## config.mk

```make
export PLATFORM = sky130hd
export DESIGN_NAME = debug_uart_sink_flat
export DESIGN_NICKNAME = d
export VERILOG_FILES = /design/src/rtl/debug_uart_sink_pkg.sv /design/src/rtl/debug_uart_sink_if.sv /design/src/rtl/debug_sink_fifo.sv /design/src/rtl/debug_uart_sink.sv /design/src/flat_wrapper.sv
export SDC_FILE = /design/constraint.sdc
export NUM_CORES = 1
export LEC_CHECK = 0
export CORE_MARGIN = 1
export CORE_UTILIZATION = 35
export CTS_BUF_LIST = sky130_fd_sc_hd__clkbuf_4
export DETAILED_ROUTE_END_ITERATION = 7
export DONT_BUFFER_PORTS = 1
export HOLD_SLACK_MARGIN = 0.08
export PLACE_DENSITY = 0.48
export REMOVE_ABC_BUFFERS = 1
export SLEW_MARGIN = 10
export SYNTH_ARGS = -nofsm -noshare
export SYNTH_HDL_FRONTEND = slang
export SYNTH_SLANG_ARGS = --single-unit
```

## constraint.sdc

```tcl
create_clock -name clk -period 5.45 [get_ports clk]
set_input_delay 0.2725 -clock clk [delete_from_list [all_inputs] [get_ports clk]]
set_output_delay 0.2725 -clock clk [all_outputs]
set_load 0.02 [all_outputs]
```

## src/rtl/debug_uart_sink_pkg.sv

```systemverilog
// Shared types, default addresses and helpers for the debug UART sink.
package debug_uart_sink_pkg;

  typedef enum logic [1:0] {
    RUN,
    DRAIN,
    DONE
  } sink_state_t;

  localparam logic [31:0] DEBUG_ADDR_DEF = 32'hf00000d0;
  localparam logic [31:0] EXIT_ADDR_DEF  = 32'hf00000d4;

  // Index of the lowest enabled byte lane; 0 when no lane is enabled.
  function automatic logic [1:0] lowest_lane(logic [3:0] wbe);
    logic [1:0] lane;
    if (wbe[0])      lane = 2'd0;
    else if (wbe[1]) lane = 2'd1;
    else if (wbe[2]) lane = 2'd2;
    else if (wbe[3]) lane = 2'd3;
    else             lane = 2'd0;
    return lane;
  endfunction

endpackage

```

## src/rtl/debug_uart_sink_if.sv

```systemverilog
// Core data-bus snoop inputs plus the valid/ready byte stream of the debug UART sink.
interface debug_uart_sink_if;

  logic        bus_access;
  logic [31:0] bus_addr;
  logic [31:0] bus_wdata;
  logic [3:0]  bus_wbe;
  logic        tx_valid;
  logic [7:0]  tx_data;
  logic        tx_ready;

  modport master (
    output bus_access, bus_addr, bus_wdata, bus_wbe, tx_ready,
    input  tx_valid, tx_data
  );

  modport slave (
    input  bus_access, bus_addr, bus_wdata, bus_wbe, tx_ready,
    output tx_valid, tx_data
  );

endinterface

```

## src/rtl/debug_sink_fifo.sv

```systemverilog
// First-word-fall-through byte FIFO; a push while full is accepted only alongside a pop.
module debug_sink_fifo #(
  parameter int unsigned Depth = 16
) (
  input  logic                   clk,
  input  logic                   reset,
  input  logic                   push_i,
  input  logic [7:0]             wdata_i,
  input  logic                   pop_i,
  output logic [7:0]             rdata_o,
  output logic                   full_o,
  output logic                   empty_o,
  output logic [$clog2(Depth):0] level_o
);

  localparam int unsigned AddrW = $clog2(Depth);
  localparam int unsigned LvlW  = AddrW + 1;

  logic [7:0]       mem_q [Depth];
  logic [AddrW-1:0] wr_ptr_q, wr_ptr_d;
  logic [AddrW-1:0] rd_ptr_q, rd_ptr_d;
  logic [LvlW-1:0]  count_q, count_d;
  logic             push_ok, pop_ok;

  assign full_o  = (count_q == LvlW'(Depth));
  assign empty_o = (count_q == '0);
  assign pop_ok  = pop_i && !empty_o;
  assign push_ok = push_i && (!full_o || pop_ok);

  always_comb begin
    wr_ptr_d = wr_ptr_q;
    rd_ptr_d = rd_ptr_q;
    count_d  = count_q;
    // Power-of-two depth: pointers wrap naturally.
    if (push_ok) wr_ptr_d = wr_ptr_q + AddrW'(1);
    if (pop_ok)  rd_ptr_d = rd_ptr_q + AddrW'(1);
    if (push_ok && !pop_ok) count_d = count_q + LvlW'(1);
    if (pop_ok && !push_ok) count_d = count_q - LvlW'(1);
  end

  always_ff @(posedge clk) begin
    if (reset) begin
      wr_ptr_q <= '0;
      rd_ptr_q <= '0;
      count_q  <= '0;
    end else begin
      wr_ptr_q <= wr_ptr_d;
      rd_ptr_q <= rd_ptr_d;
      count_q  <= count_d;
    end
  end

  always_ff @(posedge clk) begin
    if (push_ok) mem_q[wr_ptr_q] <= wdata_i;
  end

  assign rdata_o = empty_o ? 8'h00 : mem_q[rd_ptr_q];
  assign level_o = count_q;

endmodule

```

## src/rtl/debug_uart_sink.sv

```systemverilog
// Snoops debug-UART and exit stores, buffers characters, and flags exit once output has drained.
module debug_uart_sink
  import debug_uart_sink_pkg::*;
#(
  parameter logic [31:0] DEBUG_ADDR = DEBUG_ADDR_DEF,
  parameter logic [31:0] EXIT_ADDR  = EXIT_ADDR_DEF,
  parameter int unsigned FIFO_DEPTH = 16,
  parameter int unsigned CNT_W      = 16
) (
  input  logic                        clk,
  input  logic                        reset,
  debug_uart_sink_if.slave            bus,
  output logic [$clog2(FIFO_DEPTH):0] level,
  output logic                        overflow,
  output logic [CNT_W-1:0]            drop_count,
  output logic [CNT_W-1:0]            line_count,
  output logic                        exit_valid,
  output logic [31:0]                 exit_code
);

  sink_state_t      state_q, state_d;
  logic             overflow_q, overflow_d;
  logic [CNT_W-1:0] drop_count_q, drop_count_d;
  logic [CNT_W-1:0] line_count_q, line_count_d;
  logic             exit_valid_q, exit_valid_d;
  logic [31:0]      exit_code_q, exit_code_d;

  logic       is_write, capture, exit_hit, pop;
  logic [1:0] lane;
  logic [7:0] cap_byte, head_byte;
  logic       fifo_full, fifo_empty;

  assign is_write = bus.bus_access && (bus.bus_wbe != 4'b0000);
  assign capture  = (state_q == RUN) && is_write && (bus.bus_addr == DEBUG_ADDR);
  assign exit_hit = (state_q == RUN) && is_write && (bus.bus_addr == EXIT_ADDR);
  assign lane     = lowest_lane(bus.bus_wbe);
  assign pop      = !fifo_empty && bus.tx_ready;

  always_comb begin
    unique case (lane)
      2'd0:    cap_byte = bus.bus_wdata[7:0];
      2'd1:    cap_byte = bus.bus_wdata[15:8];
      2'd2:    cap_byte = bus.bus_wdata[23:16];
      default: cap_byte = bus.bus_wdata[31:24];
    endcase
  end

  debug_sink_fifo #(
    .Depth (FIFO_DEPTH)
  ) u_fifo (
    .clk     (clk),
    .reset   (reset),
    .push_i  (capture),
    .wdata_i (cap_byte),
    .pop_i   (bus.tx_ready),
    .rdata_o (head_byte),
    .full_o  (fifo_full),
    .empty_o (fifo_empty),
    .level_o (level)
  );

  always_comb begin
    state_d      = state_q;
    overflow_d   = overflow_q;
    drop_count_d = drop_count_q;
    line_count_d = line_count_q;
    exit_code_d  = exit_code_q;
    case (state_q)
      RUN: begin
        if (exit_hit) begin
          state_d     = DRAIN;
          exit_code_d = bus.bus_wdata;
        end
      end
      // Level seen at the edge, so DONE follows the cycle in which the FIFO reads empty.
      DRAIN:   if (level == '0) state_d = DONE;
      DONE:    state_d = DONE;
      default: state_d = RUN;
    endcase
    exit_valid_d = (state_d == DONE);
    if (capture && fifo_full && !pop) begin
      overflow_d = 1'b1;
      if (drop_count_q != '1) drop_count_d = drop_count_q + CNT_W'(1);
    end
    if (pop && (head_byte == 8'h0A)) line_count_d = line_count_q + CNT_W'(1);
  end

  always_ff @(posedge clk) begin
    if (reset) begin
      state_q      <= RUN;
      overflow_q   <= 1'b0;
      drop_count_q <= '0;
      line_count_q <= '0;
      exit_valid_q <= 1'b0;
      exit_code_q  <= '0;
    end else begin
      state_q      <= state_d;
      overflow_q   <= overflow_d;
      drop_count_q <= drop_count_d;
      line_count_q <= line_count_d;
      exit_valid_q <= exit_valid_d;
      exit_code_q  <= exit_code_d;
    end
  end

  assign bus.tx_valid = !fifo_empty;
  assign bus.tx_data  = head_byte;
  assign overflow     = overflow_q;
  assign drop_count   = drop_count_q;
  assign line_count   = line_count_q;
  assign exit_valid   = exit_valid_q;
  assign exit_code    = exit_code_q;

endmodule

```

## src/flat_wrapper.sv

```systemverilog
// flat-port wrapper written by rule: the top's interface ports become plain ports
module debug_uart_sink_flat import debug_uart_sink_pkg::*;
#(
  parameter logic [31:0] DEBUG_ADDR = DEBUG_ADDR_DEF,
  parameter logic [31:0] EXIT_ADDR  = EXIT_ADDR_DEF,
  parameter int unsigned FIFO_DEPTH = 16,
  parameter int unsigned CNT_W      = 16
)
  (clk, reset, level, overflow, drop_count, line_count, exit_valid, exit_code, bus_bus_access, bus_bus_addr, bus_bus_wdata, bus_bus_wbe, bus_tx_ready, bus_tx_valid, bus_tx_data);
  debug_uart_sink_if bus_i ();
  input  logic clk;
  input  logic reset;
  output logic [$clog2(FIFO_DEPTH):0] level;
  output logic overflow;
  output logic [CNT_W-1:0] drop_count;
  output logic [CNT_W-1:0] line_count;
  output logic exit_valid;
  output logic [31:0] exit_code;
  input wire logic [$bits(bus_i.bus_access)-1:0] bus_bus_access;
  input wire logic [$bits(bus_i.bus_addr)-1:0] bus_bus_addr;
  input wire logic [$bits(bus_i.bus_wdata)-1:0] bus_bus_wdata;
  input wire logic [$bits(bus_i.bus_wbe)-1:0] bus_bus_wbe;
  input wire logic [$bits(bus_i.tx_ready)-1:0] bus_tx_ready;
  output wire logic [$bits(bus_i.tx_valid)-1:0] bus_tx_valid;
  output wire logic [$bits(bus_i.tx_data)-1:0] bus_tx_data;
  assign bus_i.bus_access = bus_bus_access;
  assign bus_i.bus_addr = bus_bus_addr;
  assign bus_i.bus_wdata = bus_bus_wdata;
  assign bus_i.bus_wbe = bus_bus_wbe;
  assign bus_i.tx_ready = bus_tx_ready;
  assign bus_tx_valid = bus_i.tx_valid;
  assign bus_tx_data = bus_i.tx_data;
  debug_uart_sink #(.DEBUG_ADDR(DEBUG_ADDR), .EXIT_ADDR(EXIT_ADDR), .FIFO_DEPTH(FIFO_DEPTH), .CNT_W(CNT_W)) u_core (.clk(clk), .reset(reset), .bus(bus_i), .level(level), .overflow(overflow), .drop_count(drop_count), .line_count(line_count), .exit_valid(exit_valid), .exit_code(exit_code));
endmodule
```

* Yosys cells after proc, flatten, opt, wreduce, memory -nomap -nowiden
Memories as Yosys holds them, arrays and structs flattened. A register that Yosys moved wholly into a read port is not among the register bits.
Index checks and enable logic that the tools add are counted.
** Word-level totals
- Register bits after elaboration :: 81
- Bits in latches :: 0
- RAM bits :: 128
- Bits in read-only memories :: 0
- Bits of input ports :: 72
- Output and inout port bits :: 80
- Logic and storage cells :: 64
- Memories kept :: 1
** Memories
- u_core.u_fifo.mem_q :: depth 16, width 8, read ports 1, clocked after Yosys merged registers in 1, wr ports 1, line debug_sink_fifo.sv:19 : logic [7:0] mem_q [Depth];
** Cells by class
- Add/subtract/negate cells :: 6
- Multiply operators :: 0
- Divide/modulo/power cells :: 0
- $lt $le $gt $ge :: 0
- Equality and inequality tests :: 10
- Shift operators :: 0
- Multiplexer cells :: 15
- Bitwise gates (word level) :: 0
- Reductions and logical operators :: 23
** Operators with widths (number)
- equality test 32 bit, second input constant :: 2
- adder 16 x 1 -> 16 bit, second input constant :: 2
- case mux 8 bit (3 select lines) :: 1
- inequality test 16 bit, second input constant :: 1
- 2-to-1 mux 2 bit :: 6
- logical AND 1 bit :: 11
- 2-to-1 mux 5 bit :: 2
- adder 4 x 1 -> 4 bit, second input constant :: 2
- equality test 8 x 4 -> 1 bit, second input constant :: 1
- 2-to-1 mux 4 bit :: 2
- 2-to-1 mux 8 bit :: 1
- equality test 2 bit, second input constant :: 3
- case mux 2 bit (3 select lines) :: 1
- adder 5 x 1 -> 5 bit, second input constant :: 1
- equality test 5 bit, second input constant :: 1
- logical NOT 5 bit :: 1
- subtractor 5 x 1 -> 5 bit, second input constant :: 1
- equality test 2 x 1 -> 1 bit, second input constant :: 2
- logical NOT 1 bit :: 4
- logical NOT 2 bit :: 2
- AND reduction 2 bit :: 2
- nonzero test 4 bit :: 1
- 2-to-1 mux 1 bit :: 2
- nonzero test 2 bit :: 1
- logical OR 1 bit :: 1

* Longest topological paths before layout
- Depth after elaboration :: 8
- Gate-level depth with buffers :: 12
- Depth with buffers taken out :: 11

* By module
Synthesis repeated with hierarchy kept, for this count alone.
** Second synthesis, totals
- Cell total of the unflattened synthesis :: 756
- Area, all modules :: 9242.6 µm²
** By module, submodules not included
- debug_sink_fifo :: instances 1, cells each 329, area an instance 5936.9 µm²
- debug_uart_sink :: instances 1, cells each 427, area an instance 3305.7 µm²

* Worst setup path before layout
No wires, ideal clock.
- Path kind :: register to register
- Start point :: register u_core.state_q[0]
- End point :: register u_core.u_fifo.count_q[4] (netlist: u_core.u_fifo.level_o[4])
- Library setup time :: 131 ps
- Arrival :: 2761 ps
- Data required time :: 5319 ps
- Path slack :: 2558 ps
- Stages on the path, launching flop included :: 12
- Path through :: dfxtp_1 nor4b_1 nand4_1 nor4_2 nand2b_1 inv_2 fa_1 a21o_1 a21oi_1 nor3b_1 o21a_1 nor3_1
** Between the ends
- Cells in the longest elaborated chain, start to end :: 7
- Elaborated cells on any way between the ends :: 9
- Classes of those cells :: mux (1); reduce/logical (8)
** Ends and longest elaborated chain
- start, declared :: line debug_uart_sink.sv:21 : sink_state_t state_q, state_d;
- start signal, assigned :: line debug_uart_sink.sv:97 : state_q <= state_d;
- logical NOT 2 bit (*) :: line debug_uart_sink.sv:34 : assign capture = (state_q == RUN) && is_write && (bus.bus_addr == DEBUG_ADDR);
- logical AND 1 bit (*) (2 in a row) :: line debug_uart_sink.sv:34
- logical AND 1 bit (*) :: line debug_sink_fifo.sv:28 : assign push_ok = push_i && (!full_o || pop_ok);
- logical NOT 1 bit :: line debug_sink_fifo.sv:38 : if (pop_ok && !push_ok) count_d = count_q - LvlW'(1);
- logical AND 1 bit :: line debug_sink_fifo.sv:38
- 2-to-1 mux 5 bit or nonzero test 2 bit (tied branches)
- end signal, assigned :: line debug_sink_fifo.sv:49 : count_q <= count_d;
- end, declared :: line debug_sink_fifo.sv:22 : logic [LvlW-1:0] count_q, count_d;
Mark *: on every way between the ends. The rest lies on a longest branch, timed or not.
A chain may end at the register's enable or synchronous reset.

==> impl_metrics.toml <==
[outcome]
status = "complete, but fails checks"
violations = "DRC"

[floorplan]
core_area_sq_um = 26130
num_io_pins = 152
die_width_um = 165.6
rows = 59
design.die.area_sq_um = 27420
die_h_um = 165.6
start_util = 0.3584

[clocking]
postCtsHoldBufs = 91
ctsHtreeMaxLevel = 2
cts_resized = 0
cts_tree = "built"
worstSkewPairLatency_ns = 0.69
cts_buffer_depth = 3
post_cts_buffers = 0
root_buffer = "clkbuf_4"
numCtsBuffers = 57
cts.sinks = 213
cts.reportedPaths.clkPinSlew_ns = 0.07

[synth]
synth_ff_type = "edfxtp_1"
ys_seq_area_frac = 0.5921
yosysTopAreaCell = "edfxtp_1"
synth_cell_types = 59
yosys_warnings = 0
netlist_top_cells_area = "edfxtp_1 41%, dfxtp_1 18%, mux4_2 7.9%"
ys_ff_latch = 213
synth-edff-count = 128
netlist_area_sq_um = 9365
synth_top_area_frac = 0.4104
avgSynthCellArea_sq_um = 12.26
ys_async_sr_fraction = 0
synthesis.instances = 764

[place]
gp_congestion = 0.7860
hpwl_um = 15700
io_buffer_count = 0

[timing]
slew_viol_final = 0
fmaxAchievable_mhz = 264.6
setup_viol = 0
grt_setup_unrepaired = "no"
finClkSkew_ns = 0.04815
setup-tns-final_ns = 0
hold_viol_final = 0
post-route-min-period_ns = 3.780
slew_headroom = 0.2013
worst_pin_slew_ns = 1.194
post-route-period-util = 0.6935

[critical_path]
slowest_stage = "or3_1"
critPathKind = "flip-flop to flip-flop"
max_stage_delay_ns = 0.79
worstPathArrival_ns = 4.33
cp-end-kind = "flip-flop"
path_cells = "buf_4, mux4_2, a22oi_1, nand4_1, or3_1, nor4_1, mux2_1"
cp.required_ns = 6.00
start_kind = "flip-flop"
critical_path.max_fanout = 18

[power]
power_w = 0.004014
p_per_area_nw_per_um2 = 354.5
irDropWorstVdd_uv = 154.6
leakage_nw = 3.846

[route]
drcViolationCount = 4
post_drt_via_cell_ratio = 5.285
dr.first_iter.drc_count = 401
routed_wl_um = 24830
ant_nets = 0
drt_first_pass_iters = 7
via_count = 6675
wl_per_cell_um = 19.66

[global_route]
grt_pass1_wl_um = 38140
grt_pass1_vias = 7133
grt_overflow_total = 0
globalRouteTotalUtil = 0.1841
grt_antenna_before_repair = 1
grt_max_degree = 97

[layout]
layout_commonest_cell = "edfxtp_1"
drive_above_1_share = 0.1748
syn2layout_area_growth_pct = 20.90
final_util = 0.4333
final_cell_mix = "128 x edfxtp_1, 91 x dlygate4sd3_1, 89 x nand2_1"
fin_nets = 961

[job]
max-cap-violations = 0

[worst_hold_path]
hp-class = "primary input to flip-flop"
-- worst max-delay path: cells and delay by family, from the launching register on --
family | cells | cell delay (ns)
simple gates | 3 | 1.37
buf+inv | 1 | 0.42
mux | 2 | 0.92
flops | 1 | 0.69
compound gates | 1 | 0.25
-- where the power goes --
group | internal, W | switching (W) | total [W]
Clock | 0.000761 | 0.000676 | 0.00144
Sequential | 0.00175 | 0.0000764 | 0.00182
Combinational | 0.000249 | 0.000505 | 0.000754
Total | 0.00276 | 0.00126 | 0.00401
-- cell usage after synthesis, types with 10 or more instances --
| cell | number |
|---|---|
| mux2_1 | 14 |
| nand4_1 | 12 |
| ha_1 | 10 |
| nor2b_1 | 18 |
| nor3_1 | 12 |
| or3_1 | 12 |
| inv_1 | 14 |
| dfxtp_1 | 85 |
| nand3_1 | 19 |
| and3_1 | 11 |
| nor4_1 | 12 |
| mux4_2 | 33 |
| nor2_1 | 64 |
| nand2_1 | 89 |
| clkbuf_1 | 27 |
| o21ai_1 | 16 |
| a21oi_1 | 75 |
| edfxtp_1 | 128 |
-- worst paths after layout --
kind	start	end	slack, ns	depth (start not counted)
setup / recovery	flip-flop	u_core.line_count[7]	1.67	7
hold / removal	bus_bus_addr[2]	u_core.exit_code[17]	0.15	5
setup reg to reg	flip-flop	u_core.line_count[7]	1.67	7
hold reg to reg	u_core.u_fifo.rd_ptr_q[1]	u_core.u_fifo.rd_ptr_q[1]	0.51	2
-- sequential cells by signal, summed over array words and instances (netlist names), named ones only --
| register | count |
|---|---|
| u_core.exit_code | 32 |
| u_core.u_fifo.rd_ptr_q | 4 |
| u_core.u_fifo.mem_q | 128 |
| u_core.drop_count | 16 |
| u_core.line_count | 16 |
| u_core.u_fifo.level_o | 5 |
| u_core.u_fifo.wr_ptr_q | 4 |
| u_core.state_q | 2 |
| u_core.exit_valid | 1 |
| u_core.overflow | 1 |
-- metal layers --
layer / track usage / up-vias / wire (um)
li1: - / 3123 / -
met2: 0.3146 / 233 / 12360
met1: 0.2213 / 3268 / 10310
met4: 0.06116 / 0 / 495
met5: 0 / - / 0
met3: 0.05320 / 51 / 1660
-- per-stage QoR --
| step | cell area [sq um] | worst slack (ns) | std cells | hold WS [ns] |
|---|---|---|---|---|
| after floorplan | 9128 | 1.885 | 721 | 0.3416 |
| after global placement | 9618 | 1.661 | 1062 | 0.3554 |
| after detailed placement | 9618 | 1.568 | 1062 | 0.3577 |
| after CTS | 11310 | 1.573 | 1261 | 0.08485 |
| after global routing | 11320 | 1.322 | 1263 | 0.1253 |
| final | 11320 | 1.670 | 1263 | 0.1462 |
-- cell families (layout without fill, tap and decap cells) --
kind of cell / Yosys count / count (layout) / share of synthesized area
and+or+nand+nor: 297 / 297 / 0.1741
DFF: 213 / 213 / 0.5921
AOI/OAI and AO/OA: 122 / 122 / 0.07402
buffers and inverters: 59 / 222 / 0.03180
muxes: 52 / 52 / 0.1031
adders and majority gates: 11 / 11 / 0.01550
xor gates and xnor gates: 10 / 10 / 0.009353
other: 0 / 1 / 0
-- cell type report --
type | count | area [sq um]
Antenna cell | 1 | 2.502
Multi-Input combinational cell | 492 | 3551
Clock inverter | 24 | 130.1
Tap cell | 335 | 419.2
Inverter | 16 | 60.06
Timing Repair Buffer | 98 | 983.4
Fill cell | 2444 | 14810
Sequential cell | 213 | 5545
Clock buffer | 84 | 630.6
No activity file was read; power rests on OpenSTA's default activity.
